===== config.mk =====
export PLATFORM = sky130hd
export DESIGN_NAME = ctx_swap_flat
export DESIGN_NICKNAME = d
export VERILOG_FILES = /design/src/rtl/ctx_swap_pkg.sv /design/src/rtl/ctx_swap_if.sv /design/src/rtl/ctx_swap_store.sv /design/src/rtl/ctx_swap.sv /design/src/flat_wrapper.sv
export SDC_FILE = /design/constraint.sdc
export NUM_CORES = 1
export LEC_CHECK = 0
export CAP_MARGIN = 10
export CORE_UTILIZATION = 55
export CTS_CLUSTER_DIAMETER = 100
export DETAILED_ROUTE_END_ITERATION = 12
export PLACE_DENSITY = 0.81
export RECOVER_POWER = 50
export SYNTH_ARGS = -nofsm -noshare
export SYNTH_HDL_FRONTEND = slang
export SYNTH_SLANG_ARGS = --single-unit

===== constraint.sdc =====
create_clock -name clk -period 19.87 [get_ports clk]
set_clock_uncertainty 0.2 [all_clocks]
set_input_delay 1.987 -clock clk [delete_from_list [all_inputs] [get_ports clk]]
set_output_delay 1.987 -clock clk [all_outputs]
set_load 0.01 [all_outputs]

===== src/rtl/ctx_swap_pkg.sv =====
// Shared constants, state encoding and register-field helper for the context save/restore engine.
package ctx_swap_pkg;

    localparam int CTX_BITS  = 256;
    localparam int REG_BITS  = 32;
    localparam int NREGS_CTX = 8;

    localparam logic [2:0] ST_IDLE    = 3'd0;
    localparam logic [2:0] ST_SETTLE  = 3'd1;
    localparam logic [2:0] ST_CAPTURE = 3'd2;
    localparam logic [2:0] ST_RESTORE = 3'd3;
    localparam logic [2:0] ST_DONE    = 3'd4;

    typedef enum logic [2:0] {
        IDLE    = ST_IDLE,
        SETTLE  = ST_SETTLE,
        CAPTURE = ST_CAPTURE,
        RESTORE = ST_RESTORE,
        DONE    = ST_DONE
    } state_t;

    // Reg 0 lives in the most significant word of a context image.
    function automatic logic [REG_BITS-1:0] ctx_reg(input logic [CTX_BITS-1:0] ctx,
                                                    input int unsigned idx);
        return ctx[REG_BITS*(NREGS_CTX-1-idx) +: REG_BITS];
    endfunction

endpackage


===== src/rtl/ctx_swap_if.sv =====
// Scheduler and register-file bulk-port signals of the context engine; master = requester/regfile side.
interface ctx_swap_if
    import ctx_swap_pkg::*;
#(
    parameter int SLOTS  = 4,
    parameter int SLOT_W = 2
);
    logic                save_req;
    logic [SLOT_W-1:0]   save_slot;
    logic                restore_req;
    logic [SLOT_W-1:0]   restore_slot;
    logic                busy;
    logic                done;
    logic                err;
    logic [SLOTS-1:0]    slot_valid;
    logic                give_me;
    logic [CTX_BITS-1:0] the_regs;
    logic                writing_regs;
    logic [CTX_BITS-1:0] change_me;

    modport master (
        output save_req, save_slot, restore_req, restore_slot, the_regs,
        input  busy, done, err, slot_valid, give_me, writing_regs, change_me
    );

    modport slave (
        input  save_req, save_slot, restore_req, restore_slot, the_regs,
        output busy, done, err, slot_valid, give_me, writing_regs, change_me
    );
endinterface


===== src/rtl/ctx_swap_store.sv =====
// Context slot storage: one write port, one combinational read port, per-slot valid flags.
module ctx_swap_store
    import ctx_swap_pkg::*;
#(
    parameter int SLOTS  = 4,
    parameter int SLOT_W = 2
) (
    input  logic                clk,
    input  logic                reset,
    input  logic                wr_en,
    input  logic [SLOT_W-1:0]   wr_idx,
    input  logic [CTX_BITS-1:0] wr_data,
    input  logic                clr_en,
    input  logic [SLOT_W-1:0]   clr_idx,
    input  logic [SLOT_W-1:0]   rd_idx,
    output logic [CTX_BITS-1:0] rd_data,
    output logic [SLOTS-1:0]    valid
);

    logic [CTX_BITS-1:0] mem [SLOTS];

    // Slot images survive reset; only the occupancy flags are cleared.
    always_ff @(posedge clk) begin
        if (wr_en) begin
            mem[wr_idx] <= wr_data;
        end
    end

    always_ff @(posedge clk) begin
        if (reset) begin
            valid <= '0;
        end else begin
            if (clr_en) begin
                valid[clr_idx] <= 1'b0;
            end
            if (wr_en) begin
                valid[wr_idx] <= 1'b1;
            end
        end
    end

    assign rd_data = mem[rd_idx];

endmodule


===== src/rtl/ctx_swap.sv =====
// Context save/restore FSM with hold and output registers.
// Optional build macro CTX_SWAP_EN: simultaneous save+restore performs an atomic swap.
module ctx_swap
    import ctx_swap_pkg::*;
#(
    parameter int SLOTS  = 4,
    parameter int SLOT_W = 2
) (
    input logic       clk,
    input logic       reset,
    ctx_swap_if.slave bus
);

    state_t              state;
    logic                swap_pend;
    logic [SLOT_W-1:0]   save_idx;
    logic [CTX_BITS-1:0] hold;
    logic [CTX_BITS-1:0] change_r;
    logic                busy_r;
    logic                done_r;
    logic                err_r;
    logic                give_r;
    logic                wr_r;

    logic [CTX_BITS-1:0] rd_data;
    logic [SLOTS-1:0]    slot_valid;
    logic                rs_ok;
    logic                take_save;
    logic                take_restore;
    logic                take_swap;
    logic                reject;

    assign rs_ok = slot_valid[bus.restore_slot];

    always_comb begin
        take_save    = 1'b0;
        take_restore = 1'b0;
        take_swap    = 1'b0;
        reject       = 1'b0;
        if (state == IDLE) begin
            if (bus.save_req && bus.restore_req) begin
`ifdef CTX_SWAP_EN
                if (rs_ok) begin
                    take_swap = 1'b1;
                end else begin
                    reject = 1'b1;
                end
`else
                take_save = 1'b1;
                reject    = 1'b1;
`endif
            end else if (bus.save_req) begin
                take_save = 1'b1;
            end else if (bus.restore_req) begin
                if (rs_ok) begin
                    take_restore = 1'b1;
                end else begin
                    reject = 1'b1;
                end
            end
        end
    end

    ctx_swap_store #(
        .SLOTS  (SLOTS),
        .SLOT_W (SLOT_W)
    ) u_store (
        .clk     (clk),
        .reset   (reset),
        .wr_en   ((state == CAPTURE) && !reset),
        .wr_idx  (save_idx),
        .wr_data (bus.the_regs),
        .clr_en  ((take_restore || take_swap) && !reset),
        .clr_idx (bus.restore_slot),
        .rd_idx  (bus.restore_slot),
        .rd_data (rd_data),
        .valid   (slot_valid)
    );

    // Data-only registers: slot index and swap image are meaningless outside an operation.
    always_ff @(posedge clk) begin
        if (take_save || take_swap) begin
            save_idx <= bus.save_slot;
        end
        if (take_swap) begin
            hold <= rd_data;
        end
    end

    always_ff @(posedge clk) begin
        if (reset) begin
            state     <= IDLE;
            swap_pend <= 1'b0;
            busy_r    <= 1'b0;
            done_r    <= 1'b0;
            err_r     <= 1'b0;
            give_r    <= 1'b0;
            wr_r      <= 1'b0;
            change_r  <= '0;
        end else begin
            done_r <= 1'b0;
            err_r  <= 1'b0;
            give_r <= 1'b0;
            wr_r   <= 1'b0;
            case (state)
                IDLE: begin
                    err_r <= reject;
                    if (take_save || take_swap) begin
                        state     <= SETTLE;
                        swap_pend <= take_swap;
                        busy_r    <= 1'b1;
                        give_r    <= 1'b1;
                    end else if (take_restore) begin
                        state     <= RESTORE;
                        swap_pend <= 1'b0;
                        busy_r    <= 1'b1;
                        wr_r      <= 1'b1;
                        change_r  <= rd_data;
                    end
                end
                // the_regs lags the dump request by a cycle, so capture waits one more.
                SETTLE: begin
                    state  <= CAPTURE;
                    give_r <= 1'b1;
                end
                CAPTURE: begin
                    if (swap_pend) begin
                        state    <= RESTORE;
                        wr_r     <= 1'b1;
                        change_r <= hold;
                    end else begin
                        state  <= DONE;
                        done_r <= 1'b1;
                    end
                end
                RESTORE: begin
                    state  <= DONE;
                    done_r <= 1'b1;
                end
                DONE: begin
                    state     <= IDLE;
                    swap_pend <= 1'b0;
                    busy_r    <= 1'b0;
                end
                default: begin
                    state  <= IDLE;
                    busy_r <= 1'b0;
                end
            endcase
        end
    end

    assign bus.busy         = busy_r;
    assign bus.done         = done_r;
    assign bus.err          = err_r;
    assign bus.slot_valid   = slot_valid;
    assign bus.give_me      = give_r;
    assign bus.writing_regs = wr_r;
    assign bus.change_me    = change_r;

endmodule

===== src/flat_wrapper.sv =====
// flat-port wrapper written by rule: the top's interface ports become plain ports
module ctx_swap_flat import ctx_swap_pkg::*;
#(
    parameter int SLOTS  = 4,
    parameter int SLOT_W = 2
)
  (clk, reset, bus_save_req, bus_save_slot, bus_restore_req, bus_restore_slot, bus_the_regs, bus_busy, bus_done, bus_err, bus_slot_valid, bus_give_me, bus_writing_regs, bus_change_me);
  ctx_swap_if #(.SLOTS(SLOTS), .SLOT_W(SLOT_W)) bus_i ();
  input logic clk;
  input logic reset;
  input wire logic [$bits(bus_i.save_req)-1:0] bus_save_req;
  input wire logic [$bits(bus_i.save_slot)-1:0] bus_save_slot;
  input wire logic [$bits(bus_i.restore_req)-1:0] bus_restore_req;
  input wire logic [$bits(bus_i.restore_slot)-1:0] bus_restore_slot;
  input wire logic [$bits(bus_i.the_regs)-1:0] bus_the_regs;
  output wire logic [$bits(bus_i.busy)-1:0] bus_busy;
  output wire logic [$bits(bus_i.done)-1:0] bus_done;
  output wire logic [$bits(bus_i.err)-1:0] bus_err;
  output wire logic [$bits(bus_i.slot_valid)-1:0] bus_slot_valid;
  output wire logic [$bits(bus_i.give_me)-1:0] bus_give_me;
  output wire logic [$bits(bus_i.writing_regs)-1:0] bus_writing_regs;
  output wire logic [$bits(bus_i.change_me)-1:0] bus_change_me;
  assign bus_i.save_req = bus_save_req;
  assign bus_i.save_slot = bus_save_slot;
  assign bus_i.restore_req = bus_restore_req;
  assign bus_i.restore_slot = bus_restore_slot;
  assign bus_i.the_regs = bus_the_regs;
  assign bus_busy = bus_i.busy;
  assign bus_done = bus_i.done;
  assign bus_err = bus_i.err;
  assign bus_slot_valid = bus_i.slot_valid;
  assign bus_give_me = bus_i.give_me;
  assign bus_writing_regs = bus_i.writing_regs;
  assign bus_change_me = bus_i.change_me;
  ctx_swap #(.SLOTS(SLOTS), .SLOT_W(SLOT_W)) u_core (.clk(clk), .reset(reset), .bus(bus_i));
endmodule

# Word-level counts from Yosys, hierarchy flattened

Memory sizes are Yosys's and may differ from the RTL's. A register that Yosys moved wholly into a read port is not among the register bits.
Cells that the tools add are included.

Magnitude comparators: 4
Equal/unequal tests: 8
Muxes and demuxes: 41
Bitwise operators: 5
Reduce and logical (&&, ||, !) cells: 14

Operator list:

| cell                                                                                 | number |
|---|---|
| 1-bit two-way mux                                                                    | 26 |
| 4-bit two-way mux                                                                    | 3 |
| 3-bit case mux with 4 select lines                                                   | 1 |
| 1-bit case mux with 2 select lines                                                   | 5 |
| 3-bit two-way mux                                                                    | 3 |
| 3-bit by 2-bit equality test with 1-bit output (second input constant)               | 2 |
| 2-bit by 3-bit < comparator with 1-bit output (second input constant)                | 2 |
| 1-bit logical AND                                                                    | 5 |
| 4-bit AND                                                                            | 1 |
| 1-bit demux with 2-bit select                                                        | 2 |
| 2-bit by 1-bit greater-or-equal comparator with 1-bit output (second input constant) | 2 |
| 2-bit by 1-bit inequality test with 1-bit output (second input constant)             | 2 |
| 4-bit NOT                                                                            | 1 |
| 4-bit OR                                                                             | 1 |
| 2-bit AND reduction                                                                  | 2 |
| 4-bit AND reduction                                                                  | 1 |
| 2-bit nonzero test                                                                   | 2 |
| 3-bit by 1-bit equality test with 1-bit output (second input constant)               | 1 |
| 3-bit equality test (second input constant)                                          | 1 |
| 3-bit zero test                                                                      | 1 |
| 3-bit by 1-bit inequality test with 1-bit output (second input constant)             | 1 |
| 3-bit OR reduction                                                                   | 1 |
| 1-bit binary-select mux with 2-bit select                                            | 1 |
| 2-bit inequality test (second input constant)                                        | 1 |
| other kinds (3)                                                                      | 4 |

Bits in registers: 15
Bits in writable memories: 1024
Bits of input ports: 264
Output and inout bits: 265
Logic and storage cells: 82
Memories: 1

Memory list:

| name               | words | width | read ports | clocked after memory_dff | write ports | line                 | RTL |
|---|---|---|---|---|---|---|---|
| u_core.u_store.mem | 4     | 256   | 1          | 1                        | 1           | ctx_swap_store.sv:20 | `logic [CTX_BITS-1:0] mem [SLOTS];` |

# Depth between registers and ports, before layout

Depth in word-level cells: 12
Mapped depth: 7
Mapped depth without buffers: 3

# Modules after synthesis

Synthesis repeated with hierarchy kept, for this count alone.

Cell total of the unflattened synthesis: 2508
Area, all modules: 49195.9 µm²

Modules (own cells, without submodules):

| module         | times used | cells an instance | area an instance (µm²) | sequential area each (µm²) |
|---|---|---|---|---|
| ctx_swap_store | 1          | 1360              | 37388.4                | 30829.6 |
| ctx_swap       | 1          | 1148              | 11807.6                | 5345.1 |

# Worst setup path after synthesis

No wires, ideal clock.

Path type: input-to-reg
Start point: input reset
End point: memory u_core.u_store.mem[1][0], enable pin
Library setup time: 879 ps
Arrival: 13458 ps
Required time: 18791 ps
Path slack: 5334 ps
Cell stages on the path: 3
Path buffers: 0
Cells stage by stage: nor4b_1 -> nand2_1 -> nor2_1

Word-level cells in the longest chain between the ends: 4

Ends and longest elaborated chain:

| element                                 | line                 | RTL |
|---|---|---|
| start: declaration                      | flat_wrapper.sv:10   | `input logic reset;` |
| 1-bit zero test                         | ctx_swap.sv:70       | `.wr_en ((state == CAPTURE) && !reset),` |
| 1-bit logical AND                       | ctx_swap.sv:70       |  |
| 1-bit two-way mux                       | ctx_swap_store.sv:24 | `if (wr_en) begin` |
| 1-bit two-way mux (implied by the code) | ctx_swap_store.sv:25 | `mem[wr_idx] <= wr_data;` |
| end: declaration                        | ctx_swap_store.sv:20 |  |

Every way passes these cells.

==> metrics <==
Lkg Pwr=21.74 nW; fraction of layout cells with a size suffix above 1=0.1544; Area contributors post-synth=edfxtp_1, mux4_2, dfxtp_1, nand2b_1, mux2i_1; Warnings, synthesis=0; Synth Instances=2,504; worst slew pin tran=5.095 ns; FF+latch count, synth=1,294; Starting Density=0.5549; CP Class=primary input to flop; Final GP Congestion=0.7836; WP data required=20.21 ns; final instance area=59,520 sq um; area share of the largest cell type after synthesis=0.6293; fin crit share=0.5073; power per cell area=94.87 nW/um^2; failing checks=capacitance limit, slew limit; CTS tree=done; final core utilization=0.6745; H-tree depth=4; worst skew pair latency=0.73 ns; RSZ-0062 raised after global routing=false; Ports=529; pre-CTS setup slack=13.10 ns; first-pass GRT wire length=153,500 microns; Fin Setup TNS=0 ns; worst setup margin=9.789 ns; crit path capture type=flop; status=finished with violations; top_reg_cell synth=edfxtp_1; core area=88,240 sq um; vias in the first global route=25,610; Resize count post-CTS=0; number of port buffers=528; row cnt=109; # clock sinks=1,294; Area growth, synth to finish=21.57%; Die ar.=90,220 sq um; Period minus WS final=10.08 ns; initial antenna violation count=58; Die Ht=300.4 microns; CTS max path bufs=3; max_slew headroom=-2.396; wire per inst=23.60 microns; Post-DRT Antenna Nets=0; nets@finish=3,312; Slew Limit Fails=279; placement-stage cell area=54,990 sq um; fmax=99.20 MHz; count of cell types in the netlist=29; CTS Root Cell=clkbuf_16; Avg Cell Area, Syn=19.55 sq um; Final Setup Violations=0; sequential area share after synthesis=0.7389; Post-synth EDFFs=1,026; mapped cell area=48,960 sq um; Post-CTS Setup Repair Bufs=0; startpoint types=primary input; Num CTS Buffers=133; post-DP HPWL=59,650 microns; CP arrival=10.42 ns; Pwr Total=5.647 mW; leading area contributor after synthesis=edfxtp_1; slowest CP cell=clkbuf_1; CP peak stage delay=3.42 ns; CP Cell Sequence=clkbuf_1 -> clkbuf_1 -> buf_4 -> nand2b_1 -> mux2i_1; initial DRC count=1,820; Post-route DRC=0; Worst Hold Class=flop to flop; via count=24,420; Synth top cells by count=edfxtp_1, nand2b_1, dfxtp_1; hold buffer count at cts=0; grt total ovfl=0; 1st-pass router iterations=5; clk slew on worst S/H paths=0.06 ns; Hold Violations, Final=0; Mapped Nets=2,768; Tot GR Track Use=0.2271; # Max-Cap Violations=2; Post-synth ARST share=0; most frequent cell after synthesis=edfxtp_1; Die Wd=300.4 microns; vias per cell=5.597; Crit path top cell by count=clkbuf_1; VDD IR-drop max=0.09257 mV; total wire length=103,000 microns; largest net degree at the start of global routing=148; Crit Path Max Fanout=147
-- final timing paths --
check,startpoint,endpoint,slack [ns],cells past startpoint
min reg2reg,u_core.bus.change_me[184]$_SDFFE_PP0P_,u_core.bus.change_me[184]$_SDFFE_PP0P_,0.27,2
max reg2reg,u_core.state[2]$_SDFFE_PP0P_,u_core.u_store.mem[3][12]$_DFFE_PP_,15.03,5
max,reset,u_core.bus.change_me[12]$_SDFFE_PP0P_,9.79,5
min,u_core.bus.change_me[184]$_SDFFE_PP0P_,u_core.bus.change_me[184]$_SDFFE_PP0P_,0.27,2
-- metrics by stage --
step	hold WS (ns)	instances
after floorplan	0.2764	2504
after global placement	0.2610	4078
after detailed placement	0.2658	4078
after CTS	0.2761	4325
after global routing	0.2929	4349
final	0.2715	4363
-- power by group --
group	total [mW]	switching (mW)	internal [mW]
combinational	0.213	0.0997	0.113
clock	2.50	1.03	1.46
sequential	2.94	0.00431	2.93
total	5.65	1.14	4.51
-- critical path: cells and delay by family --
family | cells | cell delay [ns]
AND/OR/NAND/NOR | 1 | 0.24
multiplexers | 1 | 0.10
buffers and inverters | 3 | 7.86
-- registers in the layout, summed over array words and instances, names as in the netlist --
| signal | cells |
|---|---|
| u_core.u_store.mem | 1024 |
| u_core.bus.change_me | 256 |
| u_core.bus.done | 1 |
| u_core.u_store.valid | 4 |
| u_core.bus.err | 1 |
| u_core.bus.busy | 1 |
| u_core.state | 3 |
| u_core.bus.give_me | 1 |
| u_core.bus.writing_regs | 1 |
| u_core.save_idx | 2 |
-- area by class of cell --
| class | count | area, sq um |
|---|---|---|
| flip-flops and latches | 1294 | 36170 |
| fillers | 5503 | 28720 |
| multi-input cells | 1059 | 11790 |
| repair buffers | 555 | 5525 |
| clock buffers | 186 | 3707 |
| well taps | 1165 | 1458 |
| clock inverters | 61 | 748.2 |
| diodes | 38 | 95.09 |
| inverters | 5 | 18.77 |
-- cells by family (layout without fill, tap and decap cells) --
kind of cell	Yosys count	count (layout)	synth area share
AND/OR/NAND/NOR	533	533	0.06798
AO/OA/AOI/OAI	13	13	0.001840
other	0	38	0
flip-flops	1294	1294	0.7389
multiplexers	513	513	0.1706
buffers and inverters	151	807	0.02078
-- cell usage in the layout (no fill, tap or decap), drive strengths merged, types with 2 or more instances in the layout --
master,n
edfxtp,1026
nand2b,512
dlygate4sd3,503
dfxtp,268
mux4,257
mux2i,256
clkbuf,188
diode,38
clkinv,38
buf,28
clkdlybuf4s50,22
inv,14
bufinv,11
nor2,6
a31oi,4
a311oi,4
a21oi,3
nor3b,3
clkinvlp,3
and3,2
a211oi,2
nor4,2
-- per-layer routing --
| metal | part of all wire | routed length (microns) | GRT usage |
|---|---|---|---|
| met2 | 0.52 | 53420 | 0.3811 |
| met1 | 0.38 | 39310 | 0.2830 |
| met5 | 0.0022 | 226 | 0 |
| met4 | 0.031 | 3213 | 0.09585 |
| met3 | 0.066 | 6797 | 0.05506 |
Note: power is estimated with default switching activity, not from simulation.
